### config.mk
export PLATFORM = sky130hd
export DESIGN_NAME = uart_axi_bridge_flat
export DESIGN_NICKNAME = d
export VERILOG_FILES = /design/src/rtl/uart_axi_bridge_if.sv /design/src/rtl/uart_axi_bridge.sv /design/src/flat_wrapper.sv
export SDC_FILE = /design/constraint.sdc
export NUM_CORES = 1
export LEC_CHECK = 0
export BUFFER_PORTS_ARGS = -buffer_cell sky130_fd_sc_hd__clkbuf_2
export CORE_MARGIN = 1.5
export CORE_UTILIZATION = 30
export CTS_BUF_LIST = sky130_fd_sc_hd__clkbuf_16
export DETAILED_ROUTE_END_ITERATION = 10
export HOLD_SLACK_MARGIN = 0.03
export PLACE_DENSITY_LB_ADDON = 0.08
export SYNTH_ARGS = -nofsm -noshare
export SYNTH_HDL_FRONTEND = slang
export SYNTH_SLANG_ARGS = --single-unit
export TNS_END_PERCENT = 5
### constraint.sdc
create_clock -name clk -period 2.6 [get_ports clk]
set_clock_uncertainty 0.1 [all_clocks]
set_input_delay 0.39 -clock clk [delete_from_list [all_inputs] [get_ports clk]]
set_output_delay 0.39 -clock clk [all_outputs]
set_load 0.05 [all_outputs]
### src/rtl/uart_axi_bridge_if.sv
// AXI4-Lite bus between the bridge (master) and an AXI UART Lite core (slave).
interface uart_axi_bridge_if #(
    parameter int ADDR_W = 4
);
    logic [ADDR_W-1:0] awaddr;
    logic              awvalid;
    logic              awready;
    logic [31:0]       wdata;
    logic [3:0]        wstrb;
    logic              wvalid;
    logic              wready;
    logic [1:0]        bresp;
    logic              bvalid;
    logic              bready;
    logic [ADDR_W-1:0] araddr;
    logic              arvalid;
    logic              arready;
    logic [31:0]       rdata;
    logic [1:0]        rresp;
    logic              rvalid;
    logic              rready;

    modport master (
        output awaddr, awvalid, wdata, wstrb, wvalid, bready, araddr, arvalid, rready,
        input  awready, wready, bresp, bvalid, arready, rdata, rresp, rvalid
    );

    modport slave (
        input  awaddr, awvalid, wdata, wstrb, wvalid, bready, araddr, arvalid, rready,
        output awready, wready, bresp, bvalid, arready, rdata, rresp, rvalid
    );
endinterface

### src/rtl/uart_axi_bridge.sv
// Buffers upstream bytes and feeds an AXI UART Lite core, checking STAT before each transfer.
// Define UART_RX_EN to enable the receive path (STAT polling, RX reads, rx_* stream port).
module uart_axi_bridge #(
    parameter int TX_DEPTH    = 16,
    parameter int POLL_CYCLES = 1024,
    parameter int ADDR_W      = 4
) (
    input  logic                      clk,
    input  logic                      rst_n,
    input  logic [7:0]                tx_data,
    input  logic                      tx_valid,
    output logic                      tx_ready,
    output logic [7:0]                rx_data,
    output logic                      rx_valid,
    input  logic                      rx_ready,
    uart_axi_bridge_if.master         axi,
    output logic                      err,
    output logic [$clog2(TX_DEPTH):0] tx_level
);
    localparam int LW = $clog2(TX_DEPTH);
    localparam int PW = (POLL_CYCLES > 1) ? $clog2(POLL_CYCLES) : 1;
    localparam logic [ADDR_W-1:0] A_RX   = ADDR_W'(32'h0);
    localparam logic [ADDR_W-1:0] A_TX   = ADDR_W'(32'h4);
    localparam logic [ADDR_W-1:0] A_STAT = ADDR_W'(32'h8);
    localparam logic [ADDR_W-1:0] A_CTRL = ADDR_W'(32'hC);
`ifdef UART_RX_EN
    localparam bit RX_EN = 1'b1;
`else
    localparam bit RX_EN = 1'b0;
`endif

    typedef enum logic [2:0] {
        S_INIT, S_IDLE, S_RADDR, S_RDATA, S_DECIDE, S_WADDR, S_WRESP
    } state_t;

    state_t            state_q, state_d;
    logic [ADDR_W-1:0] awaddr_q, awaddr_d, araddr_q, araddr_d;
    logic              awvalid_q, awvalid_d, wvalid_q, wvalid_d, bready_q, bready_d;
    logic              arvalid_q, arvalid_d, rready_q, rready_d;
    logic [7:0]        wdata_q, wdata_d, rx_data_q, rx_data_d;
    logic              rd_rx_q, rd_rx_d, stat_rx_q, stat_rx_d, stat_full_q, stat_full_d;
    logic              rx_valid_q, rx_valid_d, rx_prio_q, rx_prio_d, err_q, err_d;

    logic [7:0]        mem [TX_DEPTH];
    logic [LW-1:0]     wr_ptr_q, rd_ptr_q;
    logic [LW:0]       count_q;
    logic              full, empty, push, pop;
    logic              go_stat, poll_hit, rx_allowed;
    logic              unused_rdata;

    assign full       = (count_q == (LW+1)'(TX_DEPTH));
    assign empty      = (count_q == '0);
    assign push       = tx_valid && !full;
    assign go_stat    = (state_q == S_IDLE) && (!empty || push || poll_hit);
    assign rx_allowed = RX_EN && stat_rx_q && !rx_valid_q;

`ifdef UART_RX_EN
    logic [PW-1:0] poll_q, poll_d;

    assign poll_hit = (poll_q == PW'(POLL_CYCLES - 1));

    always_comb begin
        poll_d = poll_q;
        if (go_stat)
            poll_d = '0;
        else if (state_q == S_IDLE)
            poll_d = poll_q + PW'(1);
    end

    always_ff @(posedge clk) begin
        if (!rst_n) poll_q <= '0;
        else        poll_q <= poll_d;
    end
`else
    assign poll_hit = 1'b0;
`endif

    always_ff @(posedge clk) begin
        if (push) mem[wr_ptr_q] <= tx_data;
    end

    always_comb begin
        state_d     = state_q;
        awaddr_d    = awaddr_q;
        awvalid_d   = awvalid_q;
        wvalid_d    = wvalid_q;
        wdata_d     = wdata_q;
        bready_d    = bready_q;
        araddr_d    = araddr_q;
        arvalid_d   = arvalid_q;
        rready_d    = rready_q;
        rd_rx_d     = rd_rx_q;
        stat_rx_d   = stat_rx_q;
        stat_full_d = stat_full_q;
        rx_data_d   = rx_data_q;
        rx_valid_d  = rx_valid_q;
        rx_prio_d   = rx_prio_q;
        err_d       = err_q;
        pop         = 1'b0;

        if (rx_valid_q && rx_ready) rx_valid_d = 1'b0;
        if ((axi.bvalid && bready_q && axi.bresp != 2'b00) ||
            (axi.rvalid && rready_q && axi.rresp != 2'b00))
            err_d = 1'b1;

        case (state_q)
            S_INIT: begin
                awaddr_d  = A_CTRL;
                wdata_d   = 8'h03;
                awvalid_d = 1'b1;
                wvalid_d  = 1'b1;
                state_d   = S_WADDR;
            end
            S_IDLE: begin
                if (go_stat) begin
                    araddr_d  = A_STAT;
                    arvalid_d = 1'b1;
                    rd_rx_d   = 1'b0;
                    state_d   = S_RADDR;
                end
            end
            S_RADDR: begin
                if (axi.arready) begin
                    arvalid_d = 1'b0;
                    rready_d  = 1'b1;
                    state_d   = S_RDATA;
                end
            end
            S_RDATA: begin
                if (axi.rvalid && rready_q) begin
                    rready_d = 1'b0;
                    if (rd_rx_q) begin
                        rx_data_d  = axi.rdata[7:0];
                        rx_valid_d = 1'b1;
                        state_d    = S_IDLE;
                    end else begin
                        stat_rx_d   = axi.rdata[0];
                        stat_full_d = axi.rdata[3];
                        state_d     = S_DECIDE;
                    end
                end
            end
            S_DECIDE: begin
                // rx_prio alternates the preferred direction so neither side starves
                if (rx_allowed && (rx_prio_q || empty || stat_full_q)) begin
                    araddr_d  = A_RX;
                    arvalid_d = 1'b1;
                    rd_rx_d   = 1'b1;
                    rx_prio_d = !rx_prio_q;
                    state_d   = S_RADDR;
                end else if (!empty && !stat_full_q) begin
                    pop       = 1'b1;
                    wdata_d   = mem[rd_ptr_q];
                    awaddr_d  = A_TX;
                    awvalid_d = 1'b1;
                    wvalid_d  = 1'b1;
                    rx_prio_d = !rx_prio_q;
                    state_d   = S_WADDR;
                end else begin
                    state_d = S_IDLE;
                end
            end
            S_WADDR: begin
                awvalid_d = awvalid_q && !axi.awready;
                wvalid_d  = wvalid_q && !axi.wready;
                if (!awvalid_d && !wvalid_d) begin
                    bready_d = 1'b1;
                    state_d  = S_WRESP;
                end
            end
            S_WRESP: begin
                if (axi.bvalid) begin
                    bready_d = 1'b0;
                    state_d  = S_IDLE;
                end
            end
            default: state_d = S_IDLE;
        endcase
    end

    always_ff @(posedge clk) begin
        if (!rst_n) begin
            state_q     <= S_INIT;
            awaddr_q    <= '0;
            awvalid_q   <= 1'b0;
            wvalid_q    <= 1'b0;
            wdata_q     <= '0;
            bready_q    <= 1'b0;
            araddr_q    <= '0;
            arvalid_q   <= 1'b0;
            rready_q    <= 1'b0;
            rd_rx_q     <= 1'b0;
            stat_rx_q   <= 1'b0;
            stat_full_q <= 1'b0;
            rx_data_q   <= '0;
            rx_valid_q  <= 1'b0;
            rx_prio_q   <= 1'b0;
            err_q       <= 1'b0;
            wr_ptr_q    <= '0;
            rd_ptr_q    <= '0;
            count_q     <= '0;
        end else begin
            state_q     <= state_d;
            awaddr_q    <= awaddr_d;
            awvalid_q   <= awvalid_d;
            wvalid_q    <= wvalid_d;
            wdata_q     <= wdata_d;
            bready_q    <= bready_d;
            araddr_q    <= araddr_d;
            arvalid_q   <= arvalid_d;
            rready_q    <= rready_d;
            rd_rx_q     <= rd_rx_d;
            stat_rx_q   <= stat_rx_d;
            stat_full_q <= stat_full_d;
            rx_data_q   <= rx_data_d;
            rx_valid_q  <= rx_valid_d;
            rx_prio_q   <= rx_prio_d;
            err_q       <= err_d;
            if (push) wr_ptr_q <= wr_ptr_q + LW'(1);
            if (pop)  rd_ptr_q <= rd_ptr_q + LW'(1);
            count_q     <= count_q + (LW+1)'(push) - (LW+1)'(pop);
        end
    end

    assign unused_rdata = ^{axi.rdata[31:8], axi.rdata[2:1]};

    assign tx_ready    = !full;
    assign tx_level    = count_q;
    assign err         = err_q;
    assign rx_data     = rx_data_q;
    assign rx_valid    = RX_EN ? rx_valid_q : 1'b0;
    assign axi.awaddr  = awaddr_q;
    assign axi.awvalid = awvalid_q;
    assign axi.wdata   = {24'h0, wdata_q};
    assign axi.wstrb   = 4'b0001;
    assign axi.wvalid  = wvalid_q;
    assign axi.bready  = bready_q;
    assign axi.araddr  = araddr_q;
    assign axi.arvalid = arvalid_q;
    assign axi.rready  = rready_q;
endmodule

### src/flat_wrapper.sv
// flat-port wrapper written by rule: the top's interface ports become plain ports
module uart_axi_bridge_flat 
#(
    parameter int TX_DEPTH    = 16,
    parameter int POLL_CYCLES = 1024,
    parameter int ADDR_W      = 4
)
  (clk, rst_n, tx_data, tx_valid, tx_ready, rx_data, rx_valid, rx_ready, err, tx_level, axi_awaddr, axi_awvalid, axi_wdata, axi_wstrb, axi_wvalid, axi_bready, axi_araddr, axi_arvalid, axi_rready, axi_awready, axi_wready, axi_bresp, axi_bvalid, axi_arready, axi_rdata, axi_rresp, axi_rvalid);
  uart_axi_bridge_if #(.ADDR_W(ADDR_W)) axi_i ();
  input  logic clk;
  input  logic rst_n;
  input  logic [7:0] tx_data;
  input  logic tx_valid;
  output logic tx_ready;
  output logic [7:0] rx_data;
  output logic rx_valid;
  input  logic rx_ready;
  output logic err;
  output logic [$clog2(TX_DEPTH):0] tx_level;
  output wire logic [$bits(axi_i.awaddr)-1:0] axi_awaddr;
  output wire logic [$bits(axi_i.awvalid)-1:0] axi_awvalid;
  output wire logic [$bits(axi_i.wdata)-1:0] axi_wdata;
  output wire logic [$bits(axi_i.wstrb)-1:0] axi_wstrb;
  output wire logic [$bits(axi_i.wvalid)-1:0] axi_wvalid;
  output wire logic [$bits(axi_i.bready)-1:0] axi_bready;
  output wire logic [$bits(axi_i.araddr)-1:0] axi_araddr;
  output wire logic [$bits(axi_i.arvalid)-1:0] axi_arvalid;
  output wire logic [$bits(axi_i.rready)-1:0] axi_rready;
  input wire logic [$bits(axi_i.awready)-1:0] axi_awready;
  input wire logic [$bits(axi_i.wready)-1:0] axi_wready;
  input wire logic [$bits(axi_i.bresp)-1:0] axi_bresp;
  input wire logic [$bits(axi_i.bvalid)-1:0] axi_bvalid;
  input wire logic [$bits(axi_i.arready)-1:0] axi_arready;
  input wire logic [$bits(axi_i.rdata)-1:0] axi_rdata;
  input wire logic [$bits(axi_i.rresp)-1:0] axi_rresp;
  input wire logic [$bits(axi_i.rvalid)-1:0] axi_rvalid;
  assign axi_awaddr = axi_i.awaddr;
  assign axi_awvalid = axi_i.awvalid;
  assign axi_wdata = axi_i.wdata;
  assign axi_wstrb = axi_i.wstrb;
  assign axi_wvalid = axi_i.wvalid;
  assign axi_bready = axi_i.bready;
  assign axi_araddr = axi_i.araddr;
  assign axi_arvalid = axi_i.arvalid;
  assign axi_rready = axi_i.rready;
  assign axi_i.awready = axi_awready;
  assign axi_i.wready = axi_wready;
  assign axi_i.bresp = axi_bresp;
  assign axi_i.bvalid = axi_bvalid;
  assign axi_i.arready = axi_arready;
  assign axi_i.rdata = axi_rdata;
  assign axi_i.rresp = axi_rresp;
  assign axi_i.rvalid = axi_rvalid;
  uart_axi_bridge #(.TX_DEPTH(TX_DEPTH), .POLL_CYCLES(POLL_CYCLES), .ADDR_W(ADDR_W)) u_core (.clk(clk), .rst_n(rst_n), .tx_data(tx_data), .tx_valid(tx_valid), .tx_ready(tx_ready), .rx_data(rx_data), .rx_valid(rx_valid), .rx_ready(rx_ready), .axi(axi_i), .err(err), .tx_level(tx_level));
endmodule
Yosys cells after proc, flatten, opt, wreduce, memory -nomap -nowiden
Memory sizes are Yosys's and may differ from the RTL's. A register that Yosys moved wholly into a read port is not among the register bits.
Index checks and enable logic that the tools add are counted.
{"block": "word_totals", "reg_bits": 36, "ram_bits": 128, "inputBits": 53, "elab_cells": 97, "memories": 1}
{"memory": "u_core.mem", "depth": 16, "word_bits": 8, "read_ports": 1, "rd_ports_with_merged_regs": 1, "wr": 1, "line_no": "uart_axi_bridge.sv:44", "source": "logic [7:0] mem [TX_DEPTH];"}
{"block": "op_classes", "addsub": 4, "n_eq_ne": 13, "muxes": 29, "reduce_logical": 36}
{"cell": "$pmux W3 S7", "n": 1}
{"cell": "$mux W3", "n": 6}
{"cell": "$pmux W8 S2", "n": 1}
{"cell": "$mux W4", "n": 3}
{"cell": "$reduce_bool A2 Y1", "n": 6}
{"cell": "$mux W1", "n": 11}
{"cell": "$logic_and A1 B1 Y1", "n": 10}
{"cell": "$eq A3 B3 Y1 const B", "n": 3}
{"cell": "$reduce_and A3 Y1", "n": 3}
{"cell": "$add A4 B1 Y4 const B", "n": 2}
{"cell": "$mux W8", "n": 1}
{"cell": "$ne A2 B1 Y1 const B", "n": 4}
{"cell": "$pmux W4 S2", "n": 1}
{"cell": "$reduce_and A2 Y1", "n": 4}
{"cell": "$logic_not A1 Y1", "n": 7}
{"cell": "$eq A3 B2 Y1 const B", "n": 2}
{"cell": "$pmux W1 S2", "n": 3}
{"cell": "$pmux W1 S3", "n": 2}
{"cell": "$add A5 B1 Y5", "n": 1}
{"cell": "$eq A5 B5 Y1 const B", "n": 1}
{"cell": "$logic_not A5 Y1", "n": 1}
{"cell": "$reduce_and A5 Y1", "n": 1}
{"cell": "$sub A5 B1 Y5", "n": 1}
{"cell": "$ne A2 B2 Y1 const B", "n": 2}
{"cell": "other kinds (4)", "n": 5}

Depth between registers and ports, before layout
{"block": "depth", "depth_word": 7, "mapped_depth": 15}

Worst setup path after synthesis
OpenSTA, ideal clock, no wires.
{"block": "synth_timing", "path_type": "reg-to-reg", "start": "reg u_core.count_q[2], in the netlist u_core.tx_level[2]", "end": "reg u_core.count_q[4], in the netlist u_core.tx_level[4]", "t_arrival_ns": 2.966, "required_ns": 2.384, "slack_ns": -0.582, "stages_incl_launch_ff": 16, "path_buffers": 1, "synth_period_minus_slack_ns": 3.182, "cell_sequence": "dfxtp_1 inv_1 ha_1 nor4b_4 nor4bb_1 buf_2 ha_1 inv_1 ha_1 inv_1 fa_1 inv_1 a21oi_1 nor2_1 or3_1 and3_1"}
{"block": "synth_via", "elab_chain_len": 6, "word_cells_on_any_way": 10, "classes_between": "add/sub: 2; eq/ne: 1; mux: 2; reduce/logical: 5"}
{"element": "start: declaration", "line_no": "uart_axi_bridge.sv:46", "source": "logic [LW:0] count_q;"}
{"element": "start signal: assignment", "line_no": "uart_axi_bridge.sv:221", "source": "count_q <= count_q + (LW+1)'(push) - (LW+1)'(pop);"}
{"element": "$logic_not A5 Y1", "line_no": "uart_axi_bridge.sv:52", "source": "assign empty = (count_q == '0);"}
{"element": "$logic_not A1 Y1", "line_no": "uart_axi_bridge.sv:151", "source": "end else if (!empty && !stat_full_q) begin"}
{"element": "$logic_and A1 B1 Y1", "line_no": "uart_axi_bridge.sv:151"}
{"element": "$mux W1", "line_no": "uart_axi_bridge.sv:151"}
{"element": "$mux W1", "line_no": "uart_axi_bridge.sv:106", "source": "case (state_q)"}
{"element": "net u_core.pop", "line_no": "uart_axi_bridge.sv:47", "source": "logic full, empty, push, pop;"}
{"element": "$sub A5 B1 Y5", "line_no": "uart_axi_bridge.sv:221"}
The timed path passes the listed nets, and every way through them passes these cells.
A chain may end at the register's enable or synchronous reset.

Worst setup path in the final report
{"block": "layout_timing", "start": "reg u_core.count_q[3], in the netlist u_core.tx_level[3]", "end": "reg u_core.count_q[4], in the netlist u_core.tx_level[4]"}
{"block": "layout_via", "elab_chain_len": 6, "word_cells_on_any_way": 10, "classes_between": "add/sub: 2; eq/ne: 1; mux: 2; reduce/logical: 5"}
{"element": "branches (longest 5 deep; another with $add A5 B1 Y5)"}
{"element": "$sub A5 B1 Y5 (*)", "line_no": "uart_axi_bridge.sv:221"}
Every way passes the cells marked *.

==> flow_metrics.env <==
export IMPL_firstDrtPassIters=4
export IMPL_critPathLaunchType="flip-flop"
export IMPL_place_ws_ps=-60.6
export IMPL_worstPathMaxFanout=2
export IMPL_synth_ff_type="edfxtp_1"
export IMPL_die_h_um=157
export IMPL_ir_worst_vdd_mv=0.392
export IMPL_rsz0062_at_grt="true"
export IMPL_max_stage_delay_ps=360
export IMPL_cts_setup_buffers=0
export IMPL_finalHoldViolations=0
export IMPL_post_drt_wl_per_cell_um=17.3
export IMPL_nets=600
export IMPL_clkPwrFrac=0.322
export IMPL_synthMuxAreaShare=0.127
export IMPL_layout_drive_gt1_share=0.277
export IMPL_worstMarginPinSlew_ps=733
export IMPL_io_pins=118
export IMPL_worstHoldPathType="in -> reg"
export IMPL_cts_buffers=17
export IMPL_drt_initial_drc_count=171
export IMPL_end_kind="flip-flop"
export IMPL_status="completed"
export IMPL_pwr_share_comb=0.275
export IMPL_final_max_slew_violation_count=0
export IMPL_path_clk_slew_ps=70
export IMPL_cts_tree="built"
export IMPL_fin_util=0.361
export IMPL_critPathKind="reg -> reg"
export IMPL_path_buf_inv=4
export IMPL_path_cells="inv_4 -> ha_4 -> nor4b_4 -> nor4bb_4 -> ha_4 -> inv_2 -> ha_4 -> inv_2 -> fa_2 -> inv_1 -> a21oi_1 -> nor2_1 -> or3_1 -> and3_1"
export IMPL_dieWidth_um=157
export IMPL_fin_tns_setup_ps=0
export IMPL_switchingPower_mw=2.69
export IMPL_cpMostUsedCell="ha_4"
export IMPL_diodes=0
export IMPL_arrival_ps=2770
export IMPL_syn_area_um2=7100
export IMPL_gr_usage_all_layers=0.129
export IMPL_slew_headroom=0.511
export IMPL_vias_per_cell=4.36
export IMPL_h_tree_depth=4
export IMPL_ys_ff_latch=166
export IMPL_insertion_delay_ps=420
export IMPL_grt_ovfl_total=0
export IMPL_cts_root_buf="clkbuf_16"
export IMPL_setup_viol=0
export IMPL_cp_slowest_cell="dfxtp_4"
export IMPL_netlist_cell_type_count=55
export IMPL_gp_routability_congestion=0.709
export IMPL_seqPwrFrac=0.404
export IMPL_postSynthCellCount=456
export IMPL_cp_top_family="simple AND/OR/NAND/NOR gates"
export IMPL_die_area_um2=24600
export IMPL_synth_top_family_by_area="multiplexers"
export IMPL_p_per_area_nw_per_um2=958
export IMPL_synth_compound_area_frac=0.0522
export IMPL_max_freq_mhz=393
export IMPL_rows=56
export IMPL_synth_xor_area_frac=0.0111
export IMPL_cap_violations=0
export IMPL_antenna_found_initial=0
export IMPL_ys_seq_area_frac=0.649
export IMPL_vias=3779
export IMPL_core_area_um2=23300
export IMPL_async_flop_share=0
export IMPL_synth_edf_count=128
export IMPL_synthAdderAreaFrac=0.0222
export IMPL_totalWireLength_um=15000
export IMPL_grt_pass1_vias=3771
export IMPL_syn_avg_cell_area_um2=15.6
export IMPL_portBuffers=43
export IMPL_yosysWarnings=0
export IMPL_p_int_mw=5.39
export IMPL_drc=0
export IMPL_dpl_hpwl_um=9770
export IMPL_grt_pass1_wl_um=22500
export IMPL_drtAntennaViolNets=0
export IMPL_worstPathRequired_ps=2820
export IMPL_total_power_mw=8.08
export IMPL_p_sw_frac=0.333
export IMPL_setup_ws_ps=54.3
export IMPL_post_route_period_util=0.979
export IMPL_area_delta_synth_final_pct=18.7
export IMPL_cts_path_max_buffers=2
export IMPL_yosys_area_share_simple=0.0703
export IMPL_clkSinkCount=166
export IMPL_min_period_ps=2550
export IMPL_grt_max_degree=33
export IMPL_start_util=0.304
export IMPL_p_leak_nw=2.98
-- sequential cells by signal, summed over array words and instances (netlist names), named ones only --
signal and count:
u_core.axi.awaddr 2, u_core.err 1, u_core.wdata_q 8, u_core.axi.arvalid 1
u_core.axi.wvalid 1, u_core.state_q 3, u_core.tx_level 5, u_core.axi.awvalid 1
u_core.stat_full_q 1, u_core.wr_ptr_q 4, u_core.rd_ptr_q 4, u_core.axi.rready 1
u_core.axi.bready 1, u_core.mem 128, u_core.axi.araddr 1
-- synth_stat cells (7+ instances only) --
library cell	count	area, µm²
ha_1	11	138
mux2i_1	19	190
nand2_1	15	56.3
nor2b_1	8	50.1
dfxtp_1	38	761
buf_4	45	338
mux4_2	21	473
nor2_1	31	116
and2_1	12	75.1
edfxtp_1	128	3840
inv_1	15	56.3
o21ai_0	8	40.0
xnor2_1	7	61.3
mux4_1	9	236
-- kinds of logic (layout without fill, tap and decap cells) --
family          after synthesis  in the layout
flops                       166            166
simple gates                 93             93
buf+inv                      75            127
compound gates               50             50
mux                          49             49
fa+ha+maj                    12             12
xor+xnor                      9              9
other cells                   2             42
-- tightest hold or removal path, cell delays in order --
cell,delay (ps)
clkbuf_2,80
mux2i_1,60
nor2b_1,110
-- power by group through the flow --
stage	registers, mW	logic (mW)	clock network (mW)
2_1_floorplan	3.67	1.28	0
3_3_place_gp	3.32	2.21	0
3_5_place_dp	3.32	2.24	0
4_1_cts	3.27	2.25	2.67
5_1_grt	3.30	2.44	2.78
6_report	3.26	2.22	2.60
-- layout make-up --
| class | instances | area [µm²] |
|---|---|---|
| fillers | 2283 | 14900 |
| flip-flops and latches | 166 | 4610 |
| multi-input cells | 255 | 2220 |
| repair buffers | 80 | 518 |
| clock buffers | 17 | 425 |
| well taps | 319 | 399 |
| clock inverters | 15 | 190 |
| inverters | 15 | 61.3 |
-- placed cells by master (no fill, tap or decap), types with 6 or more instances in the layout --
master       n
buf_4       35
clkbuf_2    43
nor2b_1      8
inv_1       12
clkbuf_16   17
o21ai_1      7
mux4_1       9
conb_1      42
ha_1         8
edfxtp_1   128
dfxtp_1     34
mux2i_1     19
mux4_2      21
a311o_1      6
and2_1      12
o21ai_0      7
nand2b_1     6
nor2_1      31
xnor2_1      7
nand2_1     15
-- through the flow --
stage | instance area, µm² | cells | hold WS [ps]
detailed placement | 7800 | 836 | 338
CTS | 8410 | 867 | 130
floorplan | 7290 | 496 | 389
global route | 8430 | 867 | 167
finish | 8430 | 867 | 149
global placement | 7800 | 836 | 334
-- per-layer routing --
layer,track usage,share of wire,up-vias
met2,0.218,0.50,96
met3,0.0335,0.041,18
li1,-,-,1789
met5,0,0,-
met1,0.162,0.45,1876
met4,0.0395,0.011,0
-- final timing paths --
kind | startpoint | end | slack (ps) | cells after the start
max | u_core.tx_level[3]$_SDFF_PN0_ | u_core.tx_level[4]$_SDFF_PN0_ | 50 | 14
min | axi_rdata[3] | u_core.stat_full_q$_SDFFE_PN0P_ | 150 | 3
max reg2reg | u_core.tx_level[3]$_SDFF_PN0_ | u_core.tx_level[4]$_SDFF_PN0_ | 50 | 14
min reg2reg | u_core.axi.araddr[3]$_SDFFE_PN0P_ | u_core.axi.araddr[3]$_SDFFE_PN0P_ | 340 | 2
-- timing repair --
action | 4_1_cts | 5_1_grt
gates resized for setup | 1 | 4
cloned | 0 | 0
hold buffers | 0 | 0
endpoints found under the setup margin | 1 | 1
pin swaps | 5 | 0
Power figures use the tool's default switching activity.
